[config.mk]
export PLATFORM = sky130hd
export DESIGN_NAME = mcs4_phase_gen
export DESIGN_NICKNAME = d
export VERILOG_FILES = /design/src/rtl/mcs4_phase_gen.sv
export SDC_FILE = /design/constraint.sdc
export NUM_CORES = 1
export LEC_CHECK = 0
export BUFFER_PORTS_ARGS = -buffer_cell sky130_fd_sc_hd__buf_2
export CORE_AREA = 5 5 42 44
export DETAILED_ROUTE_END_ITERATION = 8
export DIE_AREA = 0 0 47 49
export GPL_ROUTABILITY_DRIVEN = 0
export PLACE_DENSITY_LB_ADDON = 0.05
export SLEW_MARGIN = 40
export SYNTH_ARGS = -nofsm -noshare
export SYNTH_HDL_FRONTEND = slang
export SYNTH_SLANG_ARGS = --single-unit
[constraint.sdc]
create_clock -name clk_i -period 1.6 [get_ports clk_i]
set_input_delay 0 -clock clk_i [delete_from_list [all_inputs] [get_ports clk_i]]
set_output_delay 0 -clock clk_i [all_outputs]
set_load 0.05 [all_outputs]
[src/rtl/mcs4_phase_gen.sv]
// mcs4_phase_gen: programmable two-phase non-overlapping clock generator for
// MCS-4 style models. It produces PHI1/PHI2 from a single system clock,
// tracks the subcycle index within an instruction cycle, emits SYNC during
// the last subcycle, and supports run / halt / single-step control.
//
// The subcycle counter walks 0..SUB-1 and every output is a registered
// decode of the counter value being loaded, so outputs never depend
// combinationally on inputs. Halting only happens on instruction-cycle
// boundaries, which keeps downstream models from seeing truncated cycles.

module mcs4_phase_gen #(
  parameter int PHI1_HIGH    = 2,
  parameter int GAP12        = 1,
  parameter int PHI2_HIGH    = 2,
  parameter int GAP21        = 1,
  parameter int CYCLE_STATES = 8,
  localparam int SUB   = PHI1_HIGH + GAP12 + PHI2_HIGH + GAP21,
  localparam int CNT_W = (SUB > 1) ? $clog2(SUB) : 1,
  localparam int ST_W  = (CYCLE_STATES > 1) ? $clog2(CYCLE_STATES) : 1
) (
  input  logic            clk_i,
  input  logic            rst_ni,
  input  logic            run_i,
  input  logic            step_i,
  output logic            PHI1_o,
  output logic            PHI2_o,
  output logic            SYNC_o,
  output logic [ST_W-1:0] STATE_o,
  output logic            running_o,
  output logic            cycle_done_o
);

  // Counter boundaries, sized to the counter so comparisons stay width-exact.
  // PHI2 window is [P2_START, P2_END); PHI1 window is [0, P1_END).
  localparam logic [CNT_W-1:0] CNT_LAST = CNT_W'(SUB - 1);
  localparam logic [CNT_W-1:0] P1_END   = CNT_W'(PHI1_HIGH);
  localparam logic [CNT_W-1:0] P2_START = CNT_W'(PHI1_HIGH + GAP12);
  localparam logic [CNT_W-1:0] P2_END   = CNT_W'(PHI1_HIGH + GAP12 + PHI2_HIGH);
  localparam logic [ST_W-1:0]  ST_LAST  = ST_W'(CYCLE_STATES - 1);

  typedef enum logic [1:0] {
    IDLE = 2'd0,
    RUN  = 2'd1,
    STEP = 2'd2
  } fsm_t;

  fsm_t             r_fsm;
  logic [CNT_W-1:0] r_cnt;
  logic [ST_W-1:0]  r_state;
  logic             r_phi1;
  logic             r_phi2;
  logic             r_sync;
  logic             r_running;
  logic             r_done;

  logic             w_cntLast;
  logic             w_stLast;
  logic             w_cycleEnd;
  logic [CNT_W-1:0] w_cntNext;
  logic [ST_W-1:0]  w_stNext;

  // PHI1 is high for the first PHI1_HIGH counts of a subcycle.
  function automatic logic phi1Of(input logic [CNT_W-1:0] c);
    return (c < P1_END);
  endfunction

  // PHI2 is high after the PHI1 window plus the first gap, for PHI2_HIGH counts.
  // The gaps on both sides guarantee the two windows never overlap.
  function automatic logic phi2Of(input logic [CNT_W-1:0] c);
    return (c >= P2_START) && (c < P2_END);
  endfunction

  // Next counter / subcycle index while active. At the end of an instruction
  // cycle both naturally wrap to zero, which is exactly the seamless restart.
  assign w_cntLast  = (r_cnt == CNT_LAST);
  assign w_stLast   = (r_state == ST_LAST);
  assign w_cycleEnd = w_cntLast && w_stLast;
  assign w_cntNext  = w_cntLast ? '0 : (r_cnt + CNT_W'(1));
  assign w_stNext   = w_cntLast ? (w_stLast ? '0 : (r_state + ST_W'(1))) : r_state;

  assign PHI1_o       = r_phi1;
  assign PHI2_o       = r_phi2;
  assign SYNC_o       = r_sync;
  assign STATE_o      = r_state;
  assign running_o    = r_running;
  assign cycle_done_o = r_done;

  // Control FSM, subcycle counter and all registered outputs.
  always_ff @(posedge clk_i or negedge rst_ni) begin
    if (!rst_ni) begin
      r_fsm     <= IDLE;
      r_cnt     <= '0;
      r_state   <= '0;
      r_phi1    <= 1'b0;
      r_phi2    <= 1'b0;
      r_sync    <= 1'b0;
      r_running <= 1'b0;
      r_done    <= 1'b0;
    end else begin
      r_done <= 1'b0;
      case (r_fsm)
        IDLE: begin
          r_cnt   <= '0;
          r_state <= '0;
          r_phi2  <= 1'b0;
          r_sync  <= 1'b0;
          if (run_i || step_i) begin
            r_fsm     <= run_i ? RUN : STEP;
            r_phi1    <= phi1Of('0);
            r_running <= 1'b1;
          end else begin
            r_phi1    <= 1'b0;
            r_running <= 1'b0;
          end
        end

        RUN, STEP: begin
          if (w_cycleEnd) begin
            r_done <= 1'b1;
          end
          if (w_cycleEnd && !run_i) begin
            r_fsm     <= IDLE;
            r_cnt     <= '0;
            r_state   <= '0;
            r_phi1    <= 1'b0;
            r_phi2    <= 1'b0;
            r_sync    <= 1'b0;
            r_running <= 1'b0;
          end else begin
            if (w_cycleEnd) begin
              r_fsm <= RUN;
            end
            r_cnt     <= w_cntNext;
            r_state   <= w_stNext;
            r_phi1    <= phi1Of(w_cntNext);
            r_phi2    <= phi2Of(w_cntNext);
            r_sync    <= (w_stNext == ST_LAST);
            r_running <= 1'b1;
          end
        end

        default: begin
          r_fsm     <= IDLE;
          r_cnt     <= '0;
          r_state   <= '0;
          r_phi1    <= 1'b0;
          r_phi2    <= 1'b0;
          r_sync    <= 1'b0;
          r_running <= 1'b0;
        end
      endcase
    end
  end

endmodule

==> run metrics, run 1 <==
status completed; Post-Syn Instances 60; post-layout util 54.1%; Final min period 1470 ps; Top-Level Pins 12; Overflow after GRT 0; hold crit path type in -> reg; CTS tree built; ranking of synthesized cells by area dfrtp_1 50%, ha_1 7.7%, mux2i_1 6.2%; slew margin rel. 77.8%; layout cells sized above 1 26.7%; Max Clk Rate 0.680 GHz; initial core utilization 46.3%; row cnt 14; GR Layer Usage met2 19.0%; DRT Wirelength 1170 um; worst-path fanout max 5; grt peak-use layer met2; Inserted Diodes 0; GR Layer Usage met3 approximately 4.4%; crit start category flip-flop; cell mode on critical path ha_1; RSZ-0062 raised after global routing true; FILL cells 130; H-tree levels 1; number of remaining DRC errors 0; Slowest-stage cell, CP dfrtp_2; Max-Cap Viols 0; die width 47 um; vias in the first global route 467; Root Driver clkbuf_4; CP cell instances ha_1 -> ha_1 -> nand4b_4 -> a2111oi_2 -> a21o_1; sequential area share after synthesis 50.1%; initial antenna violation count 0; Placeable Area 1400 um^2; Final Setup Violations 0; Slew Limit Fails 0; final hold vios 0; wire length per cell ~13 um; leading register cell type out of synthesis dfrtp_1; Port Buffer Count 11; Worst-Margin Slew 330 ps; Lkg Pwr 0.440 nW; antenna-violating nets left 0; Syn Area/Cell 10.8 um^2; Netlist Area Pre-Place 649 um^2; Worst EP arrival 1700 ps; total clock sinks 13; Setup CP Type reg -> reg; EDFF count, synth 0; DP Wirelength around 880 um; Worst Path Required 1820 ps; asr flop ratio synth 100%; final period utilization 92.0%; max incr delay on CP 390 ps; count of cell types in the netlist 23; vias after detailed routing roughly 480; cell with the most instances after synthesis dfrtp_1; number of CTS-inserted buffers 3; power density cells 1570 nW/um^2; first-pass GRT wire length 2030 um; CP Capture Type flip-flop; Final nets 84; GRT Resource Usage Total 12.4%; Commonest cells post-synth 13 x dfrtp_1, 9 x nor2_1, 5 x inv_1, 4 x ha_1, 4 x mux2i_1; total chip power 1.19 mW; post-synth top area share about half; yosys warns 0; Initial DRC Count 3; Vias/cell roughly 5.3; register bit total from synthesis 13; IR Drop Worst-Case VDD 645 uV; Setup Skew about 3.3 ps; Worst-path clk slew 80 ps; met1 Use GR 14.3%; pin count of the biggest net entering global routing 14; Synth area leader dfrtp_1; Detailed Routing Iterations Pass 1 4; Max Buffers Root-to-Sink 2; Area Overhead vs Synth 16.8%; worst-skew pair later-pin latency approximately 280 ps; Die Height 49 um; Die ar. 2300 um^2; Net Count, Synth 68
-- flip-flops by register name (all words and copies together) (netlist names) --
signal / cells
PHI1_o: 1
running_o: 1
STATE_o: 3
SYNC_o: 1
r_cnt: 3
PHI2_o: 1
cycle_done_o: 1
r_fsm: 2
-- repair_timing --
item | in CTS | in global routing
hold buffers | 1 | 0
hold endpoints to repair | 13 | 0
setup buffers | 0 | 0
endpoints found under the setup margin | 0 | 3
resized for setup | 0 | 0
-- power by group --
part	internal [mW]	switching [mW]	total (mW)
registers	0.405	0.0785	0.484
clock network	0.0968	0.109	0.206
logic	0.179	0.322	0.501
-- path summary, 6_finish.rpt --
kind                                    to  depth (start not counted)  slack (ps)        from
worst max-delay path              r_fsm[1]                          5         130  STATE_o[0]
worst min-delay path              r_fsm[1]                          3         100      step_i
worst max register to register    r_fsm[1]                          5         130  STATE_o[0]
worst min register to register    r_fsm[1]                          1         540    r_fsm[1]
max in group asynchronous       STATE_o[0]                          2        1230      rst_ni
min in group asynchronous           SYNC_o                          2         130      rst_ni
-- per-layer routing --
metal	vias up	wire (um)
met5	-	0
met4	0	26
met3	4	86
met2	11	559
met1	231	499
li1	235	-
-- final cells by class --
cell class              count  area, um^2  area share, %
clock buffers               4        26.3           3.47
inverters                   5        18.8           2.48
multi-input cells          41         300           39.6
flip-flops and latches     13         328           43.2
well taps                  16        20.0           2.64
repair buffers             12        65.1           8.58
-- cell usage in the layout, fill, tap and decap left out, drive strengths merged, types with 2 or more instances in the layout --
cell type	instances
dfrtp	13
buf	11
nor2	9
inv	5
mux2i	4
ha	4
o21ai	4
clkbuf	4
a21oi	3
nor3b	3
nand2	2
-- worst max-delay path: cells and delay by family (launching register included) --
kind            cells  cell delay (ps)
compound gates      2              520
flops               1              390
fa+ha+maj           2              360
simple gates        1              150
-- metrics by stage --
step	setup slack, ps	TNS, ps	std cells	instance area, um^2	hold slack (ps)
after floorplan	8.73	0	60	652	-296
after global placement	136	0	86	722	-100
after detailed placement	97.4	0	86	722	-97.4
after CTS	80.9	0	91	758	92.9
after global routing	-9.79	-9.79	91	758	101
final	128	0	91	758	101
-- logic make-up (layout without fill, tap and decap cells) --
group,after synthesis,after routing,share of synthesized area [%]
AND/OR/NAND/NOR,21,21,19.3
buffers and inverters,6,21,3.66
AO/OA/AOI/OAI,11,11,11.4
flip-flops,13,13,50.1
multiplexers,5,5,7.90
adder cells (fa/ha/maj),4,4,7.71
(Power assumes the default switching activity.)
==> run 2, diff against run 1 <==
--- a/config.mk
+++ b/config.mk
@@ -6,9 +6,10 @@
 export NUM_CORES = 1
 export LEC_CHECK = 0
 export BUFFER_PORTS_ARGS = -buffer_cell sky130_fd_sc_hd__buf_2
-export CORE_AREA = 5 5 42 44
+export CORE_ASPECT_RATIO = 0.9
+export CORE_MARGIN = 5
+export CORE_UTILIZATION = 35
 export DETAILED_ROUTE_END_ITERATION = 8
-export DIE_AREA = 0 0 47 49
 export GPL_ROUTABILITY_DRIVEN = 0
 export PLACE_DENSITY_LB_ADDON = 0.05
 export SLEW_MARGIN = 40
==> run metrics, run 2 (synthesis gave the netlist of run 1 again) <==
hold crit path type in -> reg; Lkg Pwr 0.441 nW; layout cells sized above 1 29.3%; vias after detailed routing 460; Worst-Margin Slew 271 ps; final hold vios 0; number of CTS-inserted buffers 3; Area Overhead vs Synth 19.8%; Port Buffer Count 11; Final nets 84; max incr delay on CP 410 ps; IR Drop Worst-Case VDD about 800 uV; Slowest-stage cell, CP a2111oi_2; Worst EP arrival 1700 ps; most frequent cells in the layout 11 x dfrtp_1, 11 x buf_2, 9 x nor2_1; clock network power share 16.1%; Detailed Routing Iterations Pass 1 2; worst-skew pair later-pin latency 270 ps; pin count of the biggest net entering global routing 14; RSZ-0062 raised after global routing true; Initial DRC Count 6; Placeable Area 1720 um^2; row cnt 14; sw power 0.501 mW; CP Capture Type flip-flop; Die ar. between 2000 and 3000 um^2; DP Wirelength 818 um; Max Buffers Root-to-Sink 2; Internal between 0.6 and 0.7 mW; Vias/cell 4.65; worst-path fanout max 5; H-tree levels 1; Overflow after GRT 0; Final Setup Violations 0; number of remaining DRC errors 0; wire length per cell 10.9 um; Sw Share 42.2%; setup TNS 0 ps; Final Non-Filler Cells 99; total chip power approximately 1.2 mW; Worst Path Required around 1800 ps; Die Height a little over 50 um; CP cell instances ha_1 -> ha_1 -> nand4b_4 -> a2111oi_2 -> a21o_1; placed insts between 90 and 100; first-pass GRT wire length 1780 um; Root Driver clkbuf_4; Top delay family on crit path compound AO/OA/AOI/OAI gates; antenna-violating nets left 0; Top-Level Pins 12; Worst-path clk slew 70 ps; Setup Skew a little over 5 ps; Setup CP Type reg -> reg; Sequential Power Share 40.7%; final period utilization 93.2%; total clock sinks 13; initial antenna violation count 0; die width ~55 um; Slew Limit Fails 0; Inserted Diodes 0; Final min period ~1500 ps; cell mode on critical path ha_1; vias in the first global route slightly above 400; Post-CTS Setup Repair Bufs 0; Max-Cap Viols 0; status completed; Bufs and invs on worst path 0; GRT Resource Usage Total about 8.4%; power density cells 1520 nW/um^2; initial core utilization 37.8%; Max Clk Rate 0.671 GHz; DRT Wirelength between 1000 and 1500 um; slew margin rel. about four fifths; crit start category flip-flop; CTS tree built; Comb pwr share 43.2%
## run 2: cell count changes in the layout (fill, tap and decap cells not counted)
cell	delta
nor4_2	+1
o21ai_1	-1
o21ai_2	+1
nor4_1	-1
## run 2: final timing paths
check                           cells after the start  slack, ps          to  startpoint
worst max-delay path                                5        110    r_fsm[1]  STATE_o[0]
worst max register to register                      5        110    r_fsm[1]  STATE_o[0]
max in group asynchronous                           2       1220  STATE_o[1]      rst_ni
min in group asynchronous                           2        140  STATE_o[0]      rst_ni
worst min register to register                      1        520    r_fsm[1]    r_fsm[1]
worst min-delay path                                3        110  STATE_o[2]       run_i
## run 2: cell type report
class,instances,area (um^2)
multi-input cells,41,310
repair buffers,12,65.1
flip-flops and latches,13,328
clock buffers,4,26.3
inverters,5,18.8
well taps,24,30.0
fillers,187,938
## run 2: stage by stage
step,area [um^2],util [%],worst slack [ps],hold WS [ps]
after global placement,732,42.6,140,-98.7
after floorplan,652,-,8.73,-296
after CTS,768,44.8,82.2,111
after detailed placement,732,42.6,111,-97.1
after global routing,778,45.3,-2.68,110
final,778,45.3,109,109
## run 2: tightest hold or removal path, stage by stage
cell and delay, ps:
buf_2 130, o21ai_2 100, nor2_1 100
## run 2: metal layers
layer / track usage (%) / part of all wire (%)
met1: 10.4 / 51
met2: 11.0 / 41
met3: 6.05 / 6.6
met4: 3.64 / 0.92
met5: 0 / 0
## run 2: timing repair
action | in CTS | in global routing
endpoints found under the hold margin | 13 | 0
resized for setup | 0 | 2
hold buffers | 1 | 0
setup endpoints to repair | 0 | 1
## run 2: power groups by stage
stage | combinational [mW] | clock, mW | sequential, mW
floorplan | 0.311 | 0 | 0.570
global placement | 0.511 | 0 | 0.488
detailed placement | 0.498 | 0 | 0.487
CTS | 0.504 | 0.201 | 0.481
global route | 0.559 | 0.221 | 0.493
finish | 0.512 | 0.191 | 0.483
==> run 3, diff against run 2 <==
--- a/config.mk
+++ b/config.mk
@@ -6,12 +6,13 @@
 export NUM_CORES = 1
 export LEC_CHECK = 0
 export BUFFER_PORTS_ARGS = -buffer_cell sky130_fd_sc_hd__buf_2
+export CAP_MARGIN = 20
 export CORE_ASPECT_RATIO = 0.9
 export CORE_MARGIN = 5
 export CORE_UTILIZATION = 35
 export DETAILED_ROUTE_END_ITERATION = 8
 export GPL_ROUTABILITY_DRIVEN = 0
-export PLACE_DENSITY_LB_ADDON = 0.05
+export PLACE_DENSITY = 0.61
 export SLEW_MARGIN = 40
 export SYNTH_ARGS = -nofsm -noshare
 export SYNTH_HDL_FRONTEND = slang
==> run metrics, run 3 (synthesis gave the netlist of run 1 again) <==
status completed; pin count of the biggest net entering global routing 14; Top delay family on crit path simple AND/OR/NAND/NOR gates; Top-Level Pins 12; Lkg Pwr 0.440 nW; Root Driver clkbuf_4; number of remaining DRC errors 0; Port Buffer Count 11; Final min period 1530 ps; vias after detailed routing roughly 470; Bufs and invs on worst path 0; Slew Limit Fails 0; setup TNS 0 ps; IR Drop Worst-Case VDD 721 uV; antenna-violating nets left 0; # resized after CTS 0; DRT Wirelength 1090 um; CTS Hold Bufs 1; total chip power between 1 and 1.5 mW; Detailed Routing Iterations Pass 1 4; Slowest-stage cell, CP dfrtp_2; Worst-path clk slew 70 ps; max incr delay on CP 420 ps; Area Overhead vs Synth 18.3%; Overflow after GRT 0; crit start category flip-flop; most frequent cells in the layout 11 x dfrtp_1, 11 x buf_2, 9 x nor2_1; final hold vios 0; H-tree levels 1; initial antenna violation count 0; Initial DRC Count 6; Inserted Diodes 0; vias in the first global route 415; layout cells sized above 1 26.7%; Max-Cap Viols 0; Setup Skew about 1.5 ps; CTS tree built; Die ar. between 2000 and 3000 um^2; Die Height about 50 um; Vias/cell roughly 4.8; Worst-Margin Slew 330 ps; Worst Path Required 1770 ps; Post-CTS Setup Repair Bufs 0; first-pass GRT wire length between 1500 and 2000 um; worst-path fanout max 5; Max Buffers Root-to-Sink 2; wire length per cell 11.0 um; GRT Resource Usage Total 8.80%; RSZ-0062 raised after global routing false; cell mode on critical path ha_1; CP cell instances ha_1 -> ha_1 -> nand4b_4 -> o21ai_1 -> nor4_1; Final Setup Violations 0; Worst EP arrival 1700 ps; initial core utilization 37.8%; die width 55.4 um; row cnt 14; CP Capture Type flip-flop; final period utilization 95.4%; number of CTS-inserted buffers 3; Max Clk Rate 0.655 GHz; worst-skew pair later-pin latency 270 ps; power density cells 1520 nW/um^2; Final nets 84; Placeable Area 1720 um^2; total clock sinks 13; Setup CP Type reg -> reg; FILL cells 178; DP Wirelength between 800 and 900 um; slew margin rel. between 70% and 80%; hold crit path type in -> reg
-- run 3: path summary, 6_finish.rpt --
check                                 from          to  slack, ps  cells past startpoint
worst max-delay path            STATE_o[0]      SYNC_o         70                      5
worst min-delay path                step_i   running_o        110                      3
worst max register to register  STATE_o[0]      SYNC_o         70                      5
worst min register to register    r_fsm[1]    r_fsm[1]        520                      1
max in group asynchronous           rst_ni  STATE_o[0]       1230                      2
min in group asynchronous           rst_ni  STATE_o[2]        130                      2
-- run 3: tightest hold or removal path: cells and delay by family --
family,cells,cell delay (ps)
compound gates,2,230
buf+inv,1,110
-- run 3: report_power, final --
group          total (mW)  switching (mW)  internal (mW)
logic               0.498           0.319          0.179
registers           0.481          0.0757          0.405
clock network       0.191          0.0947         0.0965
total                1.17           0.490          0.681
-- run 3: layout make-up --
cell class	instances	area [um^2]	area share, %
clock buffers	4	26.3	3.42
inverters	5	18.8	2.44
multi-input cells	41	300	39.1
flip-flops and latches	13	328	42.7
well taps	24	30.0	3.91
repair buffers	12	65.1	8.47
-- run 3: through the flow --
step	setup WS, ps	instance area [um^2]	utilization [%]	cells	hold WS [ps]
floorplan	8.73	652	-	60	-296
global placement	149	732	42.6	94	-102
detailed placement	70.3	732	42.6	94	-104
CTS	54.8	768	44.8	99	99.9
global route	11.6	768	44.8	99	133
finish	73.3	768	44.8	99	111
-- run 3: per-layer routing --
layer,vias to the layer above,global-route usage [%],routed length (um)
met5,-,0,0
met4,0,3.64,9
met3,2,6.05,92
met2,14,12.0,469
met1,217,10.7,518
li1,239,-,-
